File: config.mk
export PLATFORM = sky130hd
export DESIGN_NAME = bus_arbiter
export DESIGN_NICKNAME = d
export VERILOG_FILES = /design/src/rtl/bus_arb_pkg.sv /design/src/rtl/bus_arb_watchdog.sv /design/src/rtl/bus_arbiter.sv
export SDC_FILE = /design/constraint.sdc
export NUM_CORES = 1
export LEC_CHECK = 0
export ABC_CLOCK_PERIOD_IN_PS = 1750
export CAP_MARGIN = 15
export CORE_AREA = 2 2 117 119
export CTS_CLUSTER_SIZE = 40
export DETAILED_ROUTE_END_ITERATION = 10
export DIE_AREA = 0 0 119 121
export SYNTH_ARGS = -nofsm -noshare
export SYNTH_HDL_FRONTEND = slang
export SYNTH_HIERARCHICAL = 1
export SYNTH_SLANG_ARGS = --single-unit
File: constraint.sdc
create_clock -name clk -period 1.75 [get_ports clk]
set_input_delay 0.2625 -clock clk [delete_from_list [all_inputs] [get_ports clk]]
set_output_delay 0.2625 -clock clk [all_outputs]
set_load 0.02 [all_outputs]
File: src/rtl/bus_arb_pkg.sv
// bus_arb_pkg: shared types and constants for the two-master bus arbiter.
//   arb_state_e   - arbiter FSM states (IDLE, GRANT_M0, GRANT_M1)
//   master_idx_e  - identifies a master (M0 = instruction fetch, M1 = data)
//   to_cnt_width  - watchdog counter width, $clog2(TIMEOUT_CYCLES+1)
package bus_arb_pkg;

  typedef enum logic [1:0] {
    IDLE     = 2'd0,
    GRANT_M0 = 2'd1,
    GRANT_M1 = 2'd2
  } arb_state_e;

  typedef enum logic {
    M0 = 1'b0,
    M1 = 1'b1
  } master_idx_e;

  localparam int unsigned TIMEOUT_CYCLES_DEFAULT = 255;

  // Width needed to hold the value TIMEOUT_CYCLES itself.
  function automatic int unsigned to_cnt_width(input int unsigned cycles);
    return (cycles < 1) ? 1 : $clog2(cycles + 1);
  endfunction

endpackage

File: src/rtl/bus_arb_watchdog.sv
// bus_arb_watchdog: stall counter that aborts a granted transfer whose slave
// never acknowledges. Only present when BUS_ARB_TIMEOUT_EN is defined.
//   clk_i, rst_ni - clock, asynchronous active-low reset
//   active_i      - a master currently holds the grant
//   stall_i       - strobe is out on the bus and the slave has not acked
//   ack_i         - slave acknowledge (restarts the count)
//   timeout_o     - count reached TIMEOUT_CYCLES; abort this cycle
`ifdef BUS_ARB_TIMEOUT_EN
module bus_arb_watchdog
  import bus_arb_pkg::*;
#(
  parameter int unsigned TIMEOUT_CYCLES = TIMEOUT_CYCLES_DEFAULT
) (
  input  logic clk_i,
  input  logic rst_ni,
  input  logic active_i,
  input  logic stall_i,
  input  logic ack_i,
  output logic timeout_o
);

  localparam int unsigned CntW = to_cnt_width(TIMEOUT_CYCLES);

  logic [CntW-1:0] cnt_q, cnt_d;

  assign timeout_o = active_i && (cnt_q == CntW'(TIMEOUT_CYCLES));

  always_comb begin
    cnt_d = cnt_q;
    if (!active_i || ack_i || timeout_o) begin
      cnt_d = '0;
    end else if (stall_i) begin
      cnt_d = cnt_q + 1'b1;
    end
  end

  always_ff @(posedge clk_i or negedge rst_ni) begin
    if (!rst_ni) begin
      cnt_q <= '0;
    end else begin
      cnt_q <= cnt_d;
    end
  end

endmodule
`endif

File: src/rtl/bus_arbiter.sv
// bus_arbiter: round-robin arbiter giving two Wishbone-style masters
// (m0 = instruction fetch, m1 = data) access to one shared slave.
//   clk, rst_n            - clock, asynchronous active-low reset
//   mx_cyc_i/stb_i/we_i   - master x bus cycle, strobe, write enable
//   mx_addr_i/data_i      - master x address and write data
//   mx_data_o/ack_o/err_o - read data, acknowledge, timeout abort to master x
//   s_*_o / s_data_i/ack_i - shared slave port (slave acks combinationally)
// Optional feature: define BUS_ARB_TIMEOUT_EN to abort a grant after
// TIMEOUT_CYCLES stalled cycles; otherwise mx_err_o is constant 0.
module bus_arbiter
  import bus_arb_pkg::*;
#(
  parameter int unsigned TIMEOUT_CYCLES = TIMEOUT_CYCLES_DEFAULT
) (
  input  logic        clk,
  input  logic        rst_n,
  input  logic        m0_cyc_i,
  input  logic        m0_stb_i,
  input  logic        m0_we_i,
  input  logic [31:0] m0_addr_i,
  input  logic [31:0] m0_data_i,
  output logic [31:0] m0_data_o,
  output logic        m0_ack_o,
  output logic        m0_err_o,
  input  logic        m1_cyc_i,
  input  logic        m1_stb_i,
  input  logic        m1_we_i,
  input  logic [31:0] m1_addr_i,
  input  logic [31:0] m1_data_i,
  output logic [31:0] m1_data_o,
  output logic        m1_ack_o,
  output logic        m1_err_o,
  output logic        s_cyc_o,
  output logic        s_stb_o,
  output logic        s_we_o,
  output logic [31:0] s_addr_o,
  output logic [31:0] s_data_o,
  input  logic [31:0] s_data_i,
  input  logic        s_ack_i
);

  arb_state_e  state_q, state_d;
  master_idx_e last_grant_q, last_grant_d;
  logic        req0, req1;
  logic        timeout;

  assign req0 = m0_cyc_i & m0_stb_i;
  assign req1 = m1_cyc_i & m1_stb_i;

`ifdef BUS_ARB_TIMEOUT_EN
  bus_arb_watchdog #(
    .TIMEOUT_CYCLES(TIMEOUT_CYCLES)
  ) u_watchdog (
    .clk_i    (clk),
    .rst_ni   (rst_n),
    .active_i (state_q != IDLE),
    .stall_i  (s_stb_o & ~s_ack_i),
    .ack_i    (s_ack_i),
    .timeout_o(timeout)
  );
`else
  logic unused_cfg;
  assign unused_cfg = ^TIMEOUT_CYCLES;
  assign timeout    = 1'b0;
`endif

  // Next-state: grants always pass through IDLE, so a tie is only ever
  // resolved here, in favour of the master not served last.
  always_comb begin
    state_d      = state_q;
    last_grant_d = last_grant_q;
    unique case (state_q)
      IDLE: begin
        if (req0 && req1) begin
          state_d = (last_grant_q == M1) ? GRANT_M0 : GRANT_M1;
        end else if (req0) begin
          state_d = GRANT_M0;
        end else if (req1) begin
          state_d = GRANT_M1;
        end
      end
      GRANT_M0: begin
        if (!m0_cyc_i || timeout) begin
          state_d      = IDLE;
          last_grant_d = M0;
        end
      end
      GRANT_M1: begin
        if (!m1_cyc_i || timeout) begin
          state_d      = IDLE;
          last_grant_d = M1;
        end
      end
      default: state_d = IDLE;
    endcase
  end

  always_ff @(posedge clk or negedge rst_n) begin
    if (!rst_n) begin
      state_q      <= IDLE;
      last_grant_q <= M1;
    end else begin
      state_q      <= state_d;
      last_grant_q <= last_grant_d;
    end
  end

  // Bus routing is combinational on the registered grant so the slave's
  // same-cycle ack reaches the master without an extra cycle. On a timeout
  // cycle the bus cycle is withdrawn and the master sees err instead of ack.
  always_comb begin
    s_cyc_o   = 1'b0;
    s_stb_o   = 1'b0;
    s_we_o    = 1'b0;
    s_addr_o  = '0;
    s_data_o  = '0;
    m0_data_o = '0;
    m0_ack_o  = 1'b0;
    m0_err_o  = 1'b0;
    m1_data_o = '0;
    m1_ack_o  = 1'b0;
    m1_err_o  = 1'b0;
    unique case (state_q)
      GRANT_M0: begin
        s_cyc_o   = m0_cyc_i & ~timeout;
        s_stb_o   = m0_stb_i & ~timeout;
        s_we_o    = m0_we_i;
        s_addr_o  = m0_addr_i;
        s_data_o  = m0_data_i;
        m0_data_o = s_data_i;
        m0_ack_o  = s_ack_i & ~timeout;
        m0_err_o  = timeout;
      end
      GRANT_M1: begin
        s_cyc_o   = m1_cyc_i & ~timeout;
        s_stb_o   = m1_stb_i & ~timeout;
        s_we_o    = m1_we_i;
        s_addr_o  = m1_addr_i;
        s_data_o  = m1_data_i;
        m1_data_o = s_data_i;
        m1_ack_o  = s_ack_i & ~timeout;
        m1_err_o  = timeout;
      end
      default: ;
    endcase
  end

endmodule

Yosys cells after proc, flatten, opt, wreduce, memory -nomap -nowiden
Index checks and enable logic that the tools add are counted.
- equal/unequal tests: 5
- muxes and demuxes: 19
- bitwise gates (word level): 2
- reductions and logical operators: 5
- operators with widths (kind ; count):
    32-bit one-hot mux with 2 select lines ; 2
    32-bit 2-to-1 mux ; 2
    2-bit 2-to-1 mux ; 6
    1-bit one-hot mux with 2 select lines ; 4
    2-bit one-hot mux with 3 select lines ; 1
    3-bit AND reduction ; 2
    1-bit 2-to-1 mux ; 4
    2-bit inequality test (second input constant) ; 2
    4-bit inequality test (second input constant) ; 1
    1-bit bitwise AND ; 2
    2-bit by 1-bit equality test with 1-bit output (second input constant) ; 1
    2-bit equality test (second input constant) ; 1
    2-bit zero test ; 1
    2-bit nonzero test ; 1
    1-bit logical AND ; 1
- register bits: 3
- bits of input ports: 169
- output and inout port bits: 135
- logic and storage cells: 33

Longest topological paths before layout
Gate-level depths: netlist of the first run.
- depth in word-level cells: 5
- depth in mapped cells: 6
- depth with buffers taken out: 5

Worst setup path before layout of the first run
OpenSTA, ideal clock, no wires.
- path kind: flip-flop to output port
- from: register state_q[0]
- to: output port s_addr_o[0]
- arrival: 1.416 ns
- required time: 1.487 ns
- setup slack: 0.071 ns
- cell stages (with the launch flop): 6
- path buffers: 2
- cell sequence: dfrtp_1 -> inv_1 -> ha_1 -> buf_2 -> clkbuf_1 -> nor2b_1
- word-level cells in the longest chain between the ends: 2
- elaborated cells between the ends (all ways): 3
- classes of those cells: eq/ne: 2; mux: 1
- RTL lines (item ; line ; RTL):
    start: declaration ; bus_arbiter.sv:42 ; arb_state_e state_q, state_d;
    start signal: assignment ; bus_arbiter.sv:103 ; state_q <= state_d;
    2-bit equality test or 2-bit by 1-bit equality test with 1-bit output (tied branches) ; bus_arbiter.sv:123 ; unique case (state_q)
    32-bit one-hot mux with 2 select lines (*) ; bus_arbiter.sv:123 ;
    end: declaration ; bus_arbiter.sv:36 ; output logic [31:0] s_addr_o,
Mark *: on every way between the ends. The rest lies on a longest branch, timed or not.

Worst setup path in the final report of the first run
- from: register state_q[0]
- to: output port s_cyc_o
- word-level cells in the longest chain between the ends: 2
- elaborated cells between the ends (all ways): 3
- classes of those cells: eq/ne: 2; mux: 1
- RTL lines (item ; line ; RTL):
    2-bit equality test or 2-bit by 1-bit equality test with 1-bit output (tied branches) ; bus_arbiter.sv:123 ;
    1-bit one-hot mux with 2 select lines (*) ; bus_arbiter.sv:123 ;
    end: declaration ; bus_arbiter.sv:33 ; output logic s_cyc_o,
Marked as above.

==> run summary, run 1 <==
Clock root cell = sky130_fd_sc_hd__clkbuf_16
TritonCTS sink count = 3
Number of violations reported at the end of detailed-routing iteration 0 = 83
Fraction of power consumed by combinational cells = 0.933
CTS tree = yes
CTS Buffer Depth = 2
Core Box Area = 13100 µm²
Violations in the final reports = setup timing
Post-layout min period = 1.91 ns
GRT Util Overall = 0.146
Growth of design area from synthesis to finish = 206%
Number of antenna diodes = 0
Vias post-DR = 3059
Crit share post-route = 1.09
Peak supply drop = 580 µV
CTS H-tree lvls = 1
Hold violation total from the final report = 0
Max-cap check violation count = 0
Kind of path behind the tightest hold check = in -> async
Crit end category = output port
Post-Place Setup Slack = -0.405 ns
Required time of the worst setup path = 1.49 ns
DR vias/cell = 4.16
Fraction of layout cells with a size suffix above 1 = 0.420
Clock network latency to the later pin of the worst-skew pair = 0.23 ns
Cts bufs inserted = 3
Portion of the post-synthesis area used by sequential elements = 0.0431
Detail-routed net length per standard cell = 17.3 µm
Power spent charging and discharging nets = 3.45 mW
Global-route wire length before repair = 17000 µm
Netlist Area Pre-Place = 1770 µm²
Cell count after synthesis = 251
Post-Route WL = 12700 µm
Nets = 733
Top Ports = 304
Antenna violations before repair = 0
Final HPWL DP = 9170 µm
Clk network pwr share = 0.049
Overall die height = 121 µm
DR DRC count = 0
Category of the most critical setup path = reg -> out
Count of TritonRoute iterations in the first routing pass = 4
Sequential group share of total power = 0.018
Util after Layout = 0.413
Leakage power of the design = 2.22 nW
Synth Register Bits = 3
Internal power = 4.08 mW
Die Wd = 119 µm
Run status = complete, but fails checks
Clock skew = 0.00254 ns
Yosys warning total = 6
CTS Hold Buffers Added = 0
Vias in the first global route = 2992
RSZ-0062 raised after global routing = yes
Count of standard-cell rows = 42
Type of origin of the critical path = flip-flop
Initial core utilization = 0.135
Antenna Violating Nets Remaining = 0
Pin count of the biggest net entering global routing = 47
Data arrival time at the worst-slack endpoint = 1.65 ns
Power density over cell area = 1390 nW/µm²
Maximum net fanout on the critical path = 10
IO Port Bufs = 301
Die Outline Area = 14400 µm²
Smallest setup slack after layout = -0.163 ns
Setup-violating endpoint count in the final report = 110
Switching share of power = 0.458
Post-CTS clock slew at the launch and capture registers of the worst setup and hold paths = 0.03 ns
Average cell area after synthesis = 7.05 µm²
Maximum operating frequency = 0.523 GHz
RePlAce Congestion = 0.947
Post-synthesis cell type count = 22
Number of pins exceeding their max-slew limit in the final report = 0
Overflow left after global routing = 0
==> cells by family after synthesis <==
| logic type | count (synthesis) | share of synthesized area |
|---|---|---|
| AOI/OAI and AO/OA | 72 | 0.316 |
| and+or+nand+nor | 139 | 0.487 |
| adders and majority gates | 3 | 0.0212 |
| DFF | 3 | 0.0431 |
| other | 1 | 0.00212 |
| buffers and inverters | 33 | 0.130 |
==> final cells by class <==
type                    instances  area (µm²)
multi-input cells             216        1760
repair buffers                335        3260
inverters                       2        7.51
clock buffers                   4        78.8
fillers                      1339        7680
well taps                     176         220
flip-flops and latches          3        76.3
==> timing repair <==
item | in CTS | in global routing
gates resized for setup | 548 | 191
gates cloned | 1 | 8
buffers inserted | 1 | 6
setup endpoints to repair | 133 | 115
pin swaps | 0 | 18
==> critical path: stages (launching register included) <==
cell and delay, ns:
sky130_fd_sc_hd__dfrtp_1 0.39, sky130_fd_sc_hd__buf_6 0.13, sky130_fd_sc_hd__ha_4 0.22, sky130_fd_sc_hd__buf_12 0.17
sky130_fd_sc_hd__a22oi_4 0.14, sky130_fd_sc_hd__and2b_2 0.24, sky130_fd_sc_hd__buf_6 0.13
==> stage by stage <==
stage               TNS (ns)  total power [mW]  cell area, µm²  std cells  hold WS, ns
finish                 -8.67              7.53            5410        736        0.238
global placement      -36.76              5.98            5040        716        0.462
detailed placement    -40.66              6.02            5040        716        0.473
global route          -16.87              7.96            5410        736        0.250
CTS                    -7.61              6.33            4930        722        0.238
floorplan                  0              3.38            1770        252      -0.0331
==> synth_stat cells <==
library cell / number / share of area
sky130_fd_sc_hd__a22oi_1: 66 / 0.28
sky130_fd_sc_hd__and2_1: 66 / 0.23
sky130_fd_sc_hd__nor2b_1: 66 / 0.23
sky130_fd_sc_hd__buf_4: 10 / 0.042
sky130_fd_sc_hd__buf_6: 8 / 0.051
sky130_fd_sc_hd__clkbuf_1: 6 / 0.013
sky130_fd_sc_hd__buf_2: 4 / 0.011
sky130_fd_sc_hd__clkbuf_2: 3 / 0.0085
sky130_fd_sc_hd__ha_1: 3 / 0.021
sky130_fd_sc_hd__nand2_1: 3 / 0.0064
sky130_fd_sc_hd__a21boi_0: 2 / 0.0085
sky130_fd_sc_hd__dfrtp_1: 2 / 0.028
sky130_fd_sc_hd__inv_1: 2 / 0.0042
sky130_fd_sc_hd__o32ai_1: 2 / 0.0099
sky130_fd_sc_hd__a22o_2: 1 / 0.0057
sky130_fd_sc_hd__a22oi_4: 1 / 0.012
sky130_fd_sc_hd__and2b_2: 1 / 0.0050
sky130_fd_sc_hd__and3_1: 1 / 0.0035
sky130_fd_sc_hd__conb_1: 1 / 0.0021
sky130_fd_sc_hd__dfstp_2: 1 / 0.015
sky130_fd_sc_hd__nand2_2: 1 / 0.0035
sky130_fd_sc_hd__nor2_1: 1 / 0.0021
==> flip-flops by register name, summed over array words and instances, names as in the netlist <==
signal        count
state_q           2
last_grant_q      1
==> metal layers <==
| metal | track usage | part of all wire |
|---|---|---|
| met1 | 0.170 | 0.40 |
| met4 | 0.0275 | 0.014 |
| met2 | 0.278 | 0.53 |
| met5 | 0 | 0 |
| met3 | 0.0282 | 0.053 |
==> power by group through the flow <==
stage | clock network, mW | logic (mW) | registers (mW)
2_1_floorplan | 0 | 3.25 | 0.126
3_3_place_gp | 0 | 5.85 | 0.129
3_5_place_dp | 0 | 5.89 | 0.131
4_1_cts | 0.373 | 5.82 | 0.134
5_1_grt | 0.382 | 7.44 | 0.142
6_report | 0.369 | 7.02 | 0.138
==> placed cells by master (no fill, tap or decap), drive strengths merged <==
cell type      synthesis  final
and2b                  1      1
clkbuf                 9      9
dfstp                  1      1
clkdlybuf4s50          0    168
dfrtp                  2      2
nand2                  4      4
a22oi                 67     67
nor2b                 66     66
conb                   1      2
and3                   1      1
a21boi                 2      2
a22o                   1      1
o32ai                  2      2
inv                    2      2
buf                   22    162
and2                  66     66
nor2                   1      1
ha                     3      3
==> worst paths after layout <==
| path | start | end | slack [ns] | depth (start not counted) |
|---|---|---|---|---|
| setup / recovery | state_q[0] | s_cyc_o | -0.16 | 6 |
| hold / removal | rst_n | state_q[1] | 0.24 | 1 |
| setup reg to reg | state_q[0] | state_q[0] | 0.09 | 7 |
| hold reg to reg | last_grant_q | state_q[0] | 0.59 | 2 |
| max in group asynchronous | rst_n | last_grant_q | 1.27 | 1 |
| min in group clk | last_grant_q | state_q[0] | 0.59 | 2 |
Power figures use the tool's default switching activity.
==> inputs of run 2 (changes only) <==
--- a/config.mk
+++ b/config.mk
@@ -11,7 +11,9 @@
 export CTS_CLUSTER_SIZE = 40
 export DETAILED_ROUTE_END_ITERATION = 10
 export DIE_AREA = 0 0 119 121
+export HOLD_SLACK_MARGIN = 0.1
 export SYNTH_ARGS = -nofsm -noshare
 export SYNTH_HDL_FRONTEND = slang
 export SYNTH_HIERARCHICAL = 1
 export SYNTH_SLANG_ARGS = --single-unit
+export TNS_END_PERCENT = 30
==> run 2 against run 1 <==
The flow still finishes with violations (setup timing). Worst setup slack lost 0.015 ns. Die area is the same. Cell count grew 0.54%. Worst hold slack gained 0.00062 ns. Total power shrank 3.5%. Combinational power shrank 3.7%. Global-route usage shrank 0.38 points. Fmax shrank 0.76%. Critical endpoint is now m0_data_o[21].
==> run summary, run 2 (same netlist as run 1, synthesis figures left out) <==
Top Ports = 304
Smallest setup slack after layout = -0.178 ns
CTS Buffer Depth = 2
Fraction of layout cells with a size suffix above 1 = 0.411
TritonCTS sink count = 3
Clock network latency to the later pin of the worst-skew pair = 0.23 ns
Worst hold slack across all endpoints = 0.239 ns
Count of TritonRoute iterations in the first routing pass = 4
Vias post-DR = 3072
Overall power of the completed layout = 7.27 mW
Register name with the most flops = state_q
Cell with the biggest individual delay on the critical path = sky130_fd_sc_hd__dfrtp_1
GRT Util Overall = 0.142
# placed instances = 716
Cell-by-cell listing of the critical path = buf_4 -> ha_4 -> buf_6 -> clkbuf_16 -> buf_12 -> and2_1 -> buf_4
Non-filler instance count after layout = 740
Violations in the final reports = setup timing
Origin of the critical flop-to-flop path = state_q[0]
Overall die height = 121 µm
Slowest stage delay, CP = 0.39 ns
Type of origin of the critical path = flip-flop
Number of antenna diodes = 0
Final HPWL DP = 9170 µm
Kind of path behind the tightest hold check = in -> async
CTS H-tree lvls = 1
Number of buffer and inverter stages on the critical path = 5
Leading cell type in the layout, fill and taps excluded = sky130_fd_sc_hd__clkdlybuf4s50_1
Data arrival time at the worst-slack endpoint = 1.67 ns
Clock skew = 0.00232 ns
Count of standard-cell rows = 42
IO Port Bufs = 301
Launching element of the worst setup path = state_q[0]
Required time of the worst setup path = 1.49 ns
Number of pins exceeding their max-slew limit in the final report = 0
Die Outline Area = 14400 µm²
Cell type group with the largest total delay on the critical path = buffers and inverters
Post-route setup TNS = -10.09 ns
Largest regs = state_q x2, last_grant_q x1
Pin count of the biggest net entering global routing = 47
Maximum operating frequency = 0.519 GHz
Hold violation total from the final report = 0
Global-route wire length before repair = 16500 µm
Library cell appearing most often on the critical path = sky130_fd_sc_hd__buf_4
Leading cell types in the layout, fill and taps excluded = 168 x sky130_fd_sc_hd__clkdlybuf4s50_1, 97 x sky130_fd_sc_hd__buf_4, 66 x sky130_fd_sc_hd__nor2b_1
Minimum setup slack among reg-to-reg paths = 0.11 ns
Overflow left after global routing = 0
Post-Place Setup Slack = -0.405 ns
Total cell area at the placement stage = 5040 µm²
Max-cap check violation count = 0
Crit end category = output port
Category of the most critical setup path = reg -> out
Post-Route WL = 12800 µm
Peak supply drop = 581 µV
Leakage power of the design = 2.25 nW
Number of violations reported at the end of detailed-routing iteration 0 = 99
Antenna violations before repair = 0
Uppermost layer routed = met4
Met3 WL = 678 µm
CTS tree = yes
Initial core utilization = 0.135
DR DRC count = 0
Detailed-routing wirelength on met1 = 5170 µm
Setup-violating endpoint count in the final report = 112
Vias in the first global route = 2920
Run status = complete, but fails checks
Core Box Area = 13100 µm²
Post-CTS clock slew at the launch and capture registers of the worst setup and hold paths = 0.03 ns
DR vias/cell = 4.15
Post-layout min period = 1.93 ns
Cts bufs inserted = 3
Detail-routed net length per standard cell = 17.3 µm
CTS Hold Buffers Added = 0
RePlAce Congestion = 0.947
Growth of design area from synthesis to finish = 206%
Crit share post-route = 1.10
Util after Layout = 0.413
Met2 Routed Length = 6790 µm
Clock root cell = sky130_fd_sc_hd__clkbuf_16
Die Wd = 119 µm
Antenna Violating Nets Remaining = 0
Maximum net fanout on the critical path = 11
RSZ-0062 raised after global routing = yes
Power density over cell area = 1340 nW/µm²
Layout Cell Area excl Fill = 5410 µm²
Flip-flop count of the largest register after layout = 2
Nets = 737
## run 2: cell types whose count changed in the layout (fill, tap and decap cells not counted), moves of 15 or more
cell / change
sky130_fd_sc_hd__a22oi_2: -17
sky130_fd_sc_hd__and2_4: +15
sky130_fd_sc_hd__and2_1: -15
sky130_fd_sc_hd__buf_4: -22
sky130_fd_sc_hd__buf_6: +24
sky130_fd_sc_hd__a22oi_1: +17
## run 2: timing repair
item                                    CTS  global route
endpoints found under the setup margin  133           133
pin swaps                                 0            10
cloned                                    0            10
buffers inserted                          0            10
resized for setup                       466           271
## run 2: layout make-up
class	instances	area, µm²
clock buffer	4	78.8
fill	1330	7680
inverter	2	7.51
multi-input combinational	216	1690
sequential	3	76.3
tap	176	220
timing repair buffer	339	3340
## run 2: per-layer routing
layer  up-vias  global-route usage
met5         -                   0
met3        13              0.0263
met1      1428               0.167
met2       135               0.269
met4         0              0.0275
li1       1496                   -
## run 2: final timing paths
kind,end,depth (start not counted)
worst max-delay path,m0_data_o[21],7
worst min-delay path,state_q[1],1
worst max register to register,state_q[0],7
worst min register to register,state_q[0],2
max in group asynchronous,last_grant_q,1
min in group clk,state_q[0],2
## run 2: report_power, final
part	switching (mW)	total (mW)	internal, mW	leakage [nW]
Clock	0.0669	0.368	0.301	0.0382
Sequential	0.0281	0.140	0.111	0.0366
Combinational	3.23	6.76	3.53	2.18
